File: config.mk
export PLATFORM = sky130hd
export DESIGN_NAME = product_bcd_converter
export DESIGN_NICKNAME = d
export VERILOG_FILES = /design/src/rtl/prod_bcd_pkg.sv /design/src/rtl/bcd_to_seg7.sv /design/src/rtl/product_bcd_converter.sv
export SDC_FILE = /design/constraint.sdc
export NUM_CORES = 1
export LEC_CHECK = 0
export ABC_CLOCK_PERIOD_IN_PS = 3700
export CORE_ASPECT_RATIO = 0.8
export CORE_MARGIN = 5
export CORE_UTILIZATION = 48
export DETAILED_ROUTE_END_ITERATION = 8
export PLACE_DENSITY = 0.69
export SLEW_MARGIN = 10
export SYNTH_ARGS = -nofsm -noshare
export SYNTH_HDL_FRONTEND = slang
export SYNTH_SLANG_ARGS = --single-unit
File: constraint.sdc
create_clock -name clk -period 3.7 [get_ports clk]
set_input_delay 0.74 -clock clk [delete_from_list [all_inputs] [get_ports clk]]
set_output_delay 0.74 -clock clk [all_outputs]
set_load 0.005 [all_outputs]
File: src/rtl/prod_bcd_pkg.sv
// rtl/prod_bcd_pkg.sv - shared types and constants for the product BCD converter
// Contents:
//   state_t    converter FSM states
//   BCD_NIBBLE bits per BCD digit
//   SEG7_LUT   active-low {g..a} patterns for digits 0..9
//   SEG_BLANK  all segments off
package prod_bcd_pkg;

    typedef enum logic [1:0] {
        IDLE,
        SHIFT,
        FINISH
    } state_t;

    localparam int BCD_NIBBLE = 4;

    localparam logic [6:0] SEG_BLANK = 7'h7F;

    localparam logic [6:0] SEG7_LUT [0:9] = '{
        7'h40, 7'h79, 7'h24, 7'h30, 7'h19,
        7'h12, 7'h02, 7'h78, 7'h00, 7'h10
    };

endpackage

File: src/rtl/bcd_to_seg7.sv
// rtl/bcd_to_seg7.sv - one BCD digit to active-low seven-segment pattern
// Ports:
//   digit_i  in  4  BCD digit
//   seg_o    out 7  active-low segments {g..a}; codes above 9 show blank
module bcd_to_seg7
    import prod_bcd_pkg::*;
(
    input  logic [3:0] digit_i,
    output logic [6:0] seg_o
);

    always_comb begin
        seg_o = SEG_BLANK;
        if (digit_i <= 4'd9) begin
            seg_o = SEG7_LUT[digit_i];
        end
    end

endmodule

File: src/rtl/product_bcd_converter.sv
// rtl/product_bcd_converter.sv - captures multiplier products and converts them to packed BCD
// Optional feature: SEG7_DISPLAY_EN adds a registered seven-segment output.
// Ports:
//   clk      in   1         system clock, rising edge
//   reset    in   1         asynchronous active-low reset
//   product  in   WIDTH     binary value from the multiplier
//   valid    in   1         result-valid; a rising edge triggers one conversion
//   bcd      out  4*DIGITS  packed BCD, ones digit in [3:0]
//   done     out  1         one-cycle pulse when bcd updates
//   busy     out  1         conversion in progress
//   overrun  out  1         sticky; a pending value was overwritten
//   seg      out  7*DIGITS  (SEG7_DISPLAY_EN only) active-low segments, digit0 in [6:0]
module product_bcd_converter
    import prod_bcd_pkg::*;
#(
    parameter int WIDTH  = 8,
    parameter int DIGITS = 3
) (
    input  logic                         clk,
    input  logic                         reset,
    input  logic [WIDTH-1:0]             product,
    input  logic                         valid,
    output logic [BCD_NIBBLE*DIGITS-1:0] bcd,
    output logic                         done,
    output logic                         busy,
`ifdef SEG7_DISPLAY_EN
    output logic [7*DIGITS-1:0]          seg,
`endif
    output logic                         overrun
);

    localparam int BCD_W = BCD_NIBBLE * DIGITS;
    localparam int SR_W  = BCD_W + WIDTH;
    localparam int CNT_W = $clog2(WIDTH + 1);
    localparam logic [CNT_W-1:0] LAST_SHIFT = CNT_W'(WIDTH - 1);

    state_t             state_q, state_d;
    logic [SR_W-1:0]    sr_q, sr_d;
    logic [CNT_W-1:0]   cnt_q, cnt_d;
    logic [WIDTH-1:0]   pend_q, pend_d;
    logic               pend_full_q, pend_full_d;
    logic               overrun_q, overrun_d;
    logic [BCD_W-1:0]   bcd_q, bcd_d;
    logic               done_q, done_d;
    logic               valid_q;
    logic               rise;
    logic [SR_W-1:0]    sr_adj;

    assign rise = valid & ~valid_q;

    // Double-dabble correction: any BCD nibble >= 5 gets +3 before the shift,
    // so the doubled value carries correctly into the next decimal digit.
    assign sr_adj[WIDTH-1:0] = sr_q[WIDTH-1:0];
    for (genvar d = 0; d < DIGITS; d++) begin : g_add3
        logic [3:0] nib;
        assign nib = sr_q[WIDTH + BCD_NIBBLE*d +: BCD_NIBBLE];
        assign sr_adj[WIDTH + BCD_NIBBLE*d +: BCD_NIBBLE] = (nib >= 4'd5) ? nib + 4'd3 : nib;
    end

    always_comb begin
        state_d     = state_q;
        sr_d        = sr_q;
        cnt_d       = cnt_q;
        pend_d      = pend_q;
        pend_full_d = pend_full_q;
        overrun_d   = overrun_q;
        bcd_d       = bcd_q;
        done_d      = 1'b0;
        case (state_q)
            IDLE: begin
                if (rise) begin
                    sr_d    = {{BCD_W{1'b0}}, product};
                    cnt_d   = '0;
                    state_d = SHIFT;
                end
            end
            SHIFT: begin
                sr_d  = sr_adj << 1;
                cnt_d = cnt_q + CNT_W'(1);
                if (cnt_q == LAST_SHIFT) begin
                    state_d = FINISH;
                end
                if (rise) begin
                    pend_d      = product;
                    pend_full_d = 1'b1;
                    if (pend_full_q) begin
                        overrun_d = 1'b1;
                    end
                end
            end
            FINISH: begin
                bcd_d  = sr_q[WIDTH +: BCD_W];
                done_d = 1'b1;
                cnt_d  = '0;
                // Back-to-back restart: the older pending value goes first,
                // a coincident new value takes its place in the buffer.
                if (pend_full_q) begin
                    sr_d    = {{BCD_W{1'b0}}, pend_q};
                    state_d = SHIFT;
                    if (rise) begin
                        pend_d = product;
                    end else begin
                        pend_full_d = 1'b0;
                    end
                end else if (rise) begin
                    sr_d    = {{BCD_W{1'b0}}, product};
                    state_d = SHIFT;
                end else begin
                    state_d = IDLE;
                end
            end
            default: state_d = IDLE;
        endcase
    end

    always_ff @(posedge clk or negedge reset) begin
        if (!reset) begin
            state_q     <= IDLE;
            sr_q        <= '0;
            cnt_q       <= '0;
            pend_q      <= '0;
            pend_full_q <= 1'b0;
            overrun_q   <= 1'b0;
            bcd_q       <= '0;
            done_q      <= 1'b0;
            valid_q     <= 1'b0;
        end else begin
            state_q     <= state_d;
            sr_q        <= sr_d;
            cnt_q       <= cnt_d;
            pend_q      <= pend_d;
            pend_full_q <= pend_full_d;
            overrun_q   <= overrun_d;
            bcd_q       <= bcd_d;
            done_q      <= done_d;
            valid_q     <= valid;
        end
    end

    assign bcd     = bcd_q;
    assign done    = done_q;
    assign busy    = (state_q != IDLE);
    assign overrun = overrun_q;

`ifdef SEG7_DISPLAY_EN
    logic [7*DIGITS-1:0] seg_next;
    logic [7*DIGITS-1:0] seg_q;

    for (genvar d = 0; d < DIGITS; d++) begin : g_seg
        bcd_to_seg7 u_bcd_to_seg7 (
            .digit_i (sr_q[WIDTH + BCD_NIBBLE*d +: BCD_NIBBLE]),
            .seg_o   (seg_next[7*d +: 7])
        );
    end

    // Decoded from the same field and on the same edge as bcd.
    always_ff @(posedge clk or negedge reset) begin
        if (!reset) begin
            seg_q <= {DIGITS{SEG_BLANK}};
        end else if (state_q == FINISH) begin
            seg_q <= seg_next;
        end
    end

    assign seg = seg_q;
`endif

endmodule

== Word-level counts from Yosys, hierarchy flattened ==
Cells that the tools add are included.
Widths: inputs -> output; s select.
Storage, ports and cells
  bits in registers: 50
  bits of input ports: 11
  output and inout port bits: 15
  word-level logic and storage cells: 55
Cells by class
  $add $sub $neg: 4
  order comparisons: 3
  equal/unequal tests: 7
  muxes and demuxes: 21
  bitwise operators: 2
  reduce and logical (&&, ||, !) cells: 9
Operator list (number)
  $pmux 20 s3: 1
  $mux 20: 2
  $mux 8: 2
  $pmux 8 s2: 1
  $ge 4x3->1 const B: 3
  $mux 4: 3
  $pmux 4 s3: 1
  $add 4x2->4 const B: 2
  $ne 2x2->1 const B: 4
  $reduce_and 2->1: 4
  $mux 1: 6
  $pmux 2 s3: 1
  $add 4x1->4 const B: 1
  $eq 4x3->1 const B: 1
  $mux 2: 2
  $reduce_bool 2->1: 2
  $add 3x2->3 const B: 1
  $mux 3: 1
  $reduce_and 3->1: 1
  $reduce_bool 3->1: 1
  $eq 2x1->1 const B: 1
  $eq 2x2->1 const B: 1
  $logic_not 2->1: 1
  $pmux 1 s2: 1
  2 further kinds: 2

== Depth between registers and ports, before layout ==
Gate-level depths: netlist of the first run.
  word-level depth: 5
  depth in mapped cells: 8
  gate-level depth less buffers: 6

== Worst setup path before layout of the first run ==
Ideal clock, no wire load.
  path kind: input -> register
  from: in valid
  to: reg sr_q[1]
  setup time: 126 ps
  arrival: 1574 ps
  required time: 3574 ps
  path slack: 2000 ps
  stages: 5
  cell sequence: and2b_1 > buf_6 > and3_1 > buf_2 > a221o_1
Between the ends
  cells in the longest elaborated chain, start to end: 4
Ends and longest elaborated chain
  start: declaration: RTL line product_bcd_converter.sv:22  | input logic valid,
  $and 1x1->1 (*): RTL line product_bcd_converter.sv:49  | assign rise = valid & ~valid_q;
  $mux 20 (*)
  $mux 20
  $pmux 20 s3 (*)
  end signal: assignment: RTL line product_bcd_converter.sv:129  | sr_q <= sr_d;
  end: declaration: RTL line product_bcd_converter.sv:38  | logic [SR_W-1:0] sr_q, sr_d;
Every way passes the cells marked *; elsewhere a longest branch is shown, timed or not.
A chain may end at the register's enable or synchronous reset.

== Worst setup path after layout of the first run ==
  from: reg state_q[0]
  to: out busy
Between the ends
  cells in the longest elaborated chain, start to end: 1
Ends and longest elaborated chain
  start: declaration: RTL line product_bcd_converter.sv:37  | state_t state_q, state_d;
  start signal: assignment: RTL line product_bcd_converter.sv:128  | state_q <= state_d;
  $reduce_bool 2->1: RTL line product_bcd_converter.sv:142  | assign busy = (state_q != IDLE);
  end: declaration: RTL line product_bcd_converter.sv:25  | output logic busy,
No other way between the ends.

==> impl_table.tex, run 1 <==
\begin{tabular}{lr}
\hline
Metric & Value \\
\hline
\multicolumn{2}{l}{\textbf{Outcome}} \\
Status & finished clean \\
\multicolumn{2}{l}{\textbf{Global route}} \\
Via count of the first global-routing pass & approximately 1.5k \\
Number of antenna violations at the first check in global routing & 0 \\
Global route overflow & 0 \\
Total Routing Usage GR & between 10\% and 20\% \\
Wire length of the first global-routing pass & 7155 µm \\
Largest net degree at the start of global routing & 51 \\
\multicolumn{2}{l}{\textbf{Route}} \\
Wire per inst & about 15 µm \\
Number of detailed-routing iterations run before antenna repair & 4 \\
Starting DRC count in detailed routing & 59 \\
Via-to-Cell Ratio & between 5 and 6 \\
Overall via count from detail\_route & between 1.5k and 2k \\
Count of unresolved DRC violations after routing & 0 \\
WL final & 4384 µm \\
Remaining antenna violation count & 0 \\
\multicolumn{2}{l}{\textbf{Floorplan}} \\
Number of top-level design ports & 26 \\
Effective utilization at floorplan & approximately half \\
Die area & approximately 0.0067 mm² \\
Core Footprint & 0.004979 mm² \\
Die width & between 90 and 100 µm \\
Y dimension of the die & 74.03 µm \\
Standard-cell row count & 23 \\
\multicolumn{2}{l}{\textbf{Critical path}} \\
CP Capture Type & output port \\
Critical Path Start Type & flip-flop \\
Largest stage delay, worst path & just over 500 ps \\
Worst r2r path cells & 6 \\
Arr. time, crit path & $\sim$1700 ps \\
Launch point of the worst reg-to-reg path & state\_q[1] \\
Slowest library cell on the worst path & clkdlybuf4s50\_1 \\
Largest fanout on the critical path & 6 \\
Critical Path, Cell by Cell & inv\_1 -> ha\_1 -> inv\_1 -> clkdlybuf4s50\_1 \\
Critical Setup Path Class & flip-flop to output port \\
RR Endpoint & sr\_q[11] \\
Worst path required time & roughly 3000 ps \\
Worst setup slack for register-to-register paths & 1490 ps \\
Library cell appearing most often on the critical path & inv\_1 \\
\multicolumn{2}{l}{\textbf{STA}} \\
Achievable clock frequency & 404.2 MHz \\
Normalized max-slew margin & between 50 and 60\% \\
Shortest clock period the worst path allows after layout & roughly 2500 ps \\
Final sum of negative setup slack & 0 ps \\
Unrepaired setup endpoints after global routing & false \\
Period utilization & around 67\% \\
Number of endpoints failing setup at the final stage & 0 \\
Worst setup slack after layout & around 1200 ps \\
Final hold vios & 0 \\
Slew Viols, Final & 0 \\
Worst clock skew & between 5 and 6 ps \\
Transition at the pin with the smallest max-transition slack & around 630 ps \\
\multicolumn{2}{l}{\textbf{Placement}} \\
Worst Setup Slack post-DPL & roughly 1300 ps \\
Routability cong. & 0.8278 \\
Cell count after placement & roughly 290 \\
Port bufs & 25 \\
Detailed placer's ending HPWL & roughly 3000 µm \\
\multicolumn{2}{l}{\textbf{Clock network}} \\
CTS tree & yes \\
Number of clock sinks & 50 \\
H-tree depth & 2 \\
Number of cells upsized or downsized after cts & 0 \\
Clock latency reported for the late side of the worst-skew pair & $\sim$300 ps \\
Buffers inserted during post-CTS setup optimization & 0 \\
Reg clk slew, reported paths & 80 ps \\
Clock tree root buffer cell & clkbuf\_8 \\
Inserted Clock Buffers & 5 \\
Hold Buf Count CTS & 0 \\
Clock Tree Buf Depth & 2 \\
\multicolumn{2}{l}{\textbf{Synthesis}} \\
Top cell type by total area after synthesis & dfrtp\_1 \\
Post-synthesis cell type count & 39 \\
Post-synth ARST share & 100.0\% \\
Ys flop type & dfrtp\_1 \\
Leading cell types by total area after synthesis & dfrtp\_1, mux2\_2, ha\_1 \\
Syn Area/Cell & 11.44 µm² \\
Most frequent cell after synthesis & dfrtp\_1 \\
Instance count of the mapped netlist & between 200 and 250 \\
Post-synthesis instance area & $\sim$0.0025 mm² \\
Register bit count reported by yosys & 50 \\
Post-synthesis net count & about 240 \\
Most used standard cells in the synthesized netlist & dfrtp\_1, mux2\_2, nand2\_1 \\
Warnings from Yosys & 0 \\
Sequential fraction of the synthesis area & about half \\
Top-area cell type share of the netlist area & approximately half \\
Post-synth EDFFs & 0 \\
\multicolumn{2}{l}{\textbf{Pwr}} \\
Max rail drop VDD & around 0.21 mV \\
Static leakage & roughly 1.3 nW \\
Pwr/cell area & roughly 410 mW/mm² \\
\multicolumn{2}{l}{\textbf{Finish}} \\
Fraction of layout instances using a drive strength above 1 & between 10\% and 20\% \\
Number of cells in the finished layout apart from fillers & approximately 300 \\
Number of nets in the layout & around 260 \\
Area Overhead vs Synth & 14.39\% \\
FF+latch area & approximately 0.0013 mm² \\
Filler Cell Count & between 400 and 500 \\
Total area of multi-input combinational cells & roughly 0.0011 mm² \\
Antenna diode count & 0 \\
\multicolumn{2}{l}{\textbf{Min path}} \\
Hold/Removal Path Class & input pin to async pin \\
\multicolumn{2}{l}{\textbf{Run}} \\
Number of maximum-capacitance violations & 0 \\
\hline
\end{tabular}
-- worst max-delay path by stage --
stage          startpoint       end  cells after the start
4_1_cts        state_q[0]      busy                      4
2_1_floorplan       valid   sr_q[1]                      5
5_1_grt        state_q[0]      busy                      4
3_3_place_gp        valid  sr_q[19]                      4
6_report       state_q[0]      busy                      4
3_5_place_dp        valid   sr_q[1]                      4
-- final cells by class --
cell class	count	share of cell area, %
sequential	50	44.46
multi-input combinational	140	38.59
timing repair buffer	26	9.071
clock buffer	6	2.935
tap	62	2.757
inverter	13	1.734
clock inverter	2	0.4446
-- layout by cell type, fill, tap and decap left out --
| master | count |
|---|---|
| and3_1 | 2 |
| a32o_1 | 1 |
| clkbuf_8 | 6 |
| a221oi_1 | 1 |
| or3_1 | 1 |
| a21oi_2 | 1 |
| a22o_1 | 11 |
| nand2_1 | 13 |
| o21ai_0 | 10 |
| nor3b_1 | 1 |
| inv_2 | 1 |
| a31o_2 | 1 |
| inv_1 | 12 |
| o21ai_2 | 1 |
| nand4_1 | 1 |
| mux2i_1 | 3 |
| nor2_1 | 8 |
| nand2b_1 | 8 |
| nor3_1 | 2 |
| a21oi_1 | 10 |
| ha_1 | 11 |
| xnor2_1 | 4 |
| o21ai_4 | 1 |
| clkdlybuf4s50_1 | 24 |
| mux2_2 | 20 |
| a32oi_1 | 4 |
| and2b_1 | 1 |
| o2111ai_1 | 1 |
| clkinvlp_4 | 1 |
| o22a_1 | 1 |
| buf_4 | 2 |
| or4b_1 | 1 |
| a221o_1 | 8 |
| clkinv_2 | 1 |
| nand3_1 | 7 |
| a21o_1 | 3 |
| nand3b_1 | 2 |
| nor2_2 | 1 |
| dfrtp_1 | 50 |
-- logic make-up after synthesis --
group                      after synthesis  synth area share [%]
AOI/OAI and AO/OA                       54                 16.79
xor gates and xnor gates                 4                 1.424
adders and majority gates               11                 5.595
buffers and inverters                   25                 4.984
DFF                                     50                 50.86
muxes                                   23                 10.38
and+or+nand+nor                         48                 9.970
-- routing by layer --
metal	wire (µm)	global-route usage (%)	share of wire, %	vias to the layer above
li1	-	-	-	815
met1	2211	19.15	50	803
met2	1922	19.81	44	30
met3	167	3.539	3.8	8
met4	82	5.950	1.9	0
met5	0	0	0	-
-- registers in the layout, summed over array words and instances, names as in the netlist --
register,count
overrun,1
sr_q,20
cnt_q,4
bcd,12
state_q,2
done,1
pend_full_q,1
valid_q,1
pend_q,8
-- power by group --
part / switching (mW) / internal [mW]
sequential: 0.0346 / 0.612
combinational: 0.0552 / 0.130
clock: 0.173 / 0.150
-- per-stage QoR --
step / utilization [%] / hold slack (ps) / cell area, µm² / power, mW
3_5_place_dp: 54.56 / 465.0 / 2716 / 0.8479
3_3_place_gp: 54.56 / 454.7 / 2716 / 0.8418
6_report: 56.52 / 448.7 / 2814 / 1.155
5_1_grt: 56.52 / 503.3 / 2814 / 1.216
4_1_cts: 56.47 / 484.9 / 2811 / 1.180
2_1_floorplan: - / 444.4 / 2460 / 0.7319
-- worst max-delay path, delay by kind of cell, from the launching register on --
kind,cells,cell delay [ps]
fa+ha+maj,1,270
flops,1,420
buf+inv,3,740
No activity file was read; power rests on OpenSTA's default activity.
==> inputs of run 2 (changes only) <==
- ABC_CLOCK_PERIOD_IN_PS: 3700 -> 2400
- clock period: 3.7 -> 2.4 ns (I/O delays scaled with it)
==> impl_table.tex, run 2 (synthesis results as in run 1) <==
\begin{tabular}{lr}
\hline
Metric & Value \\
\hline
\multicolumn{2}{l}{\textbf{Outcome}} \\
Status & finished clean \\
\multicolumn{2}{l}{\textbf{Clock network}} \\
Hold Buf Count CTS & 0 \\
Number of cells upsized or downsized after cts & 0 \\
Inserted Clock Buffers & 5 \\
Number of clock sinks & 50 \\
Clock Tree Buf Depth & 2 \\
Reg clk slew, reported paths & approximately 90 ps \\
CTS tree & yes \\
Clock tree root buffer cell & clkbuf\_8 \\
Buffers inserted during post-CTS setup optimization & 0 \\
Clock latency reported for the late side of the worst-skew pair & around 300 ps \\
H-tree depth & 2 \\
\multicolumn{2}{l}{\textbf{Finish}} \\
Commonest non-fill, non-tap cells in the layout & dfrtp\_1, clkdlybuf4s50\_1, mux2\_2 \\
Largest register FFs & 20 \\
Filler Cell Count & 430 \\
Total area of multi-input combinational cells & approximately 0.0011 mm² \\
Fraction of layout instances using a drive strength above 1 & between 15 and 20\% \\
Most common library cell in the layout ignoring fill and taps & dfrtp\_1 \\
Most flop-heavy register & sr\_q \\
Antenna diode count & 0 \\
Area Overhead vs Synth & 15.87\% \\
Number of nets in the layout & between 200 and 300 \\
FF+latch area & around 0.0013 mm² \\
Number of cells in the finished layout apart from fillers & 303 \\
Fin area & roughly 0.0029 mm² \\
End-of-flow core utilization & 57.25\% \\
\multicolumn{2}{l}{\textbf{Placement}} \\
Cell count after placement & 295 \\
Placed standard-cell area & 0.002759 mm² \\
Detailed placer's ending HPWL & around 3200 µm \\
Routability cong. & just under 0.8 \\
Port bufs & 25 \\
\multicolumn{2}{l}{\textbf{STA}} \\
Period utilization & 93.80\% \\
Unrepaired setup endpoints after global routing & false \\
Shortest clock period the worst path allows after layout & around 2300 ps \\
Worst slack on hold paths & 144.8 ps \\
Number of endpoints failing setup at the final stage & 0 \\
Achievable clock frequency & between 400 and 500 MHz \\
Normalized max-slew margin & around 60\% \\
Slew Viols, Final & 0 \\
Worst clock skew & between 6 and 7 ps \\
Transition at the pin with the smallest max-transition slack & around 610 ps \\
Final sum of negative setup slack & 0 ps \\
Final hold vios & 0 \\
\multicolumn{2}{l}{\textbf{Route}} \\
Via-to-Cell Ratio & around 5.5 \\
Wire per inst & 15.51 µm \\
Remaining antenna violation count & 0 \\
Count of unresolved DRC violations after routing & 0 \\
Number of detailed-routing iterations run before antenna repair & 4 \\
WL final & 4701 µm \\
Overall via count from detail\_route & $\sim$1.7k \\
Starting DRC count in detailed routing & around 110 \\
\multicolumn{2}{l}{\textbf{Global route}} \\
Via count of the first global-routing pass & 1713 \\
Number of antenna violations at the first check in global routing & 0 \\
Total Routing Usage GR & $\sim$16\% \\
Global route overflow & 0 \\
Largest net degree at the start of global routing & 51 \\
Wire length of the first global-routing pass & around 8000 µm \\
\multicolumn{2}{l}{\textbf{Floorplan}} \\
Y dimension of the die & 74.03 µm \\
Effective utilization at floorplan & about 49\% \\
Standard-cell row count & 23 \\
Die width & between 90 and 100 µm \\
Die area & about 0.0067 mm² \\
Number of top-level design ports & 26 \\
Core Footprint & around 0.0050 mm² \\
\multicolumn{2}{l}{\textbf{Critical path}} \\
Worst path required time & approximately 1900 ps \\
Largest fanout on the critical path & 6 \\
Critical Setup Path Class & flip-flop to output port \\
Critical Path Start Type & flip-flop \\
Worst r2r path cells & 6 \\
Arr. time, crit path & $\sim$1800 ps \\
CP Capture Type & output port \\
\multicolumn{2}{l}{\textbf{Run}} \\
Number of maximum-capacitance violations & 0 \\
\multicolumn{2}{l}{\textbf{Min path}} \\
Hold/Removal Path Class & input pin to async pin \\
\multicolumn{2}{l}{\textbf{Pwr}} \\
Static leakage & roughly 1.3 nW \\
Pwr/cell area & around 630 mW/mm² \\
Max rail drop VDD & 0.3432 mV \\
\hline
\end{tabular}
## run 2: cell type report
class,instances,share of cell area (%)
inverters,13,1.712
clock inverters,1,0.1756
well taps,62,2.722
repair buffers,30,10.36
clock buffers,7,3.029
flip-flops and latches,50,43.90
multi-input cells,140,38.10
## run 2: worst paths after layout
check,slack (ps),from,end
min in group clk,470,overrun,overrun
hold reg to reg,470,overrun,overrun
max in group asynchronous,2020,reset,bcd[6]
hold / removal,140,reset,overrun
setup reg to reg,310,state_q[0],sr_q[1]
setup / recovery,150,state_q[0],busy
## run 2: power breakdown
part | internal (mW) | switching, mW | leakage, nW
Clock | 0.233 | 0.262 | 0.0482
Combinational | 0.203 | 0.0878 | 0.636
Sequential | 0.944 | 0.0553 | 0.633
Total | 1.38 | 0.405 | 1.32
## run 2: metal layers
layer  global-route usage [%]  up-vias  share of wire [%]
li1                         -      827                  -
met1                    20.49      807                 48
met2                    25.41       28                 46
met3                    3.640        5                4.6
met4                    5.950        0               0.98
met5                        0        -                  0
## run 2: worst max-delay path, stage by stage, from the launching register on
cell and delay (ps):
dfrtp_1 410, inv_1 90, ha_1 280, inv_1 150, clkdlybuf4s50_1 540
## run 2: metrics by stage
| step | setup WS, ps | power [mW] |
|---|---|---|
| 6_report | 148.8 | 1.785 |
| 5_1_grt | 72.29 | 1.887 |
| 4_1_cts | 137.5 | 1.814 |
| 3_5_place_dp | 260.9 | 1.313 |
| 3_3_place_gp | 301.4 | 1.300 |
| 2_1_floorplan | 728.3 | 1.128 |
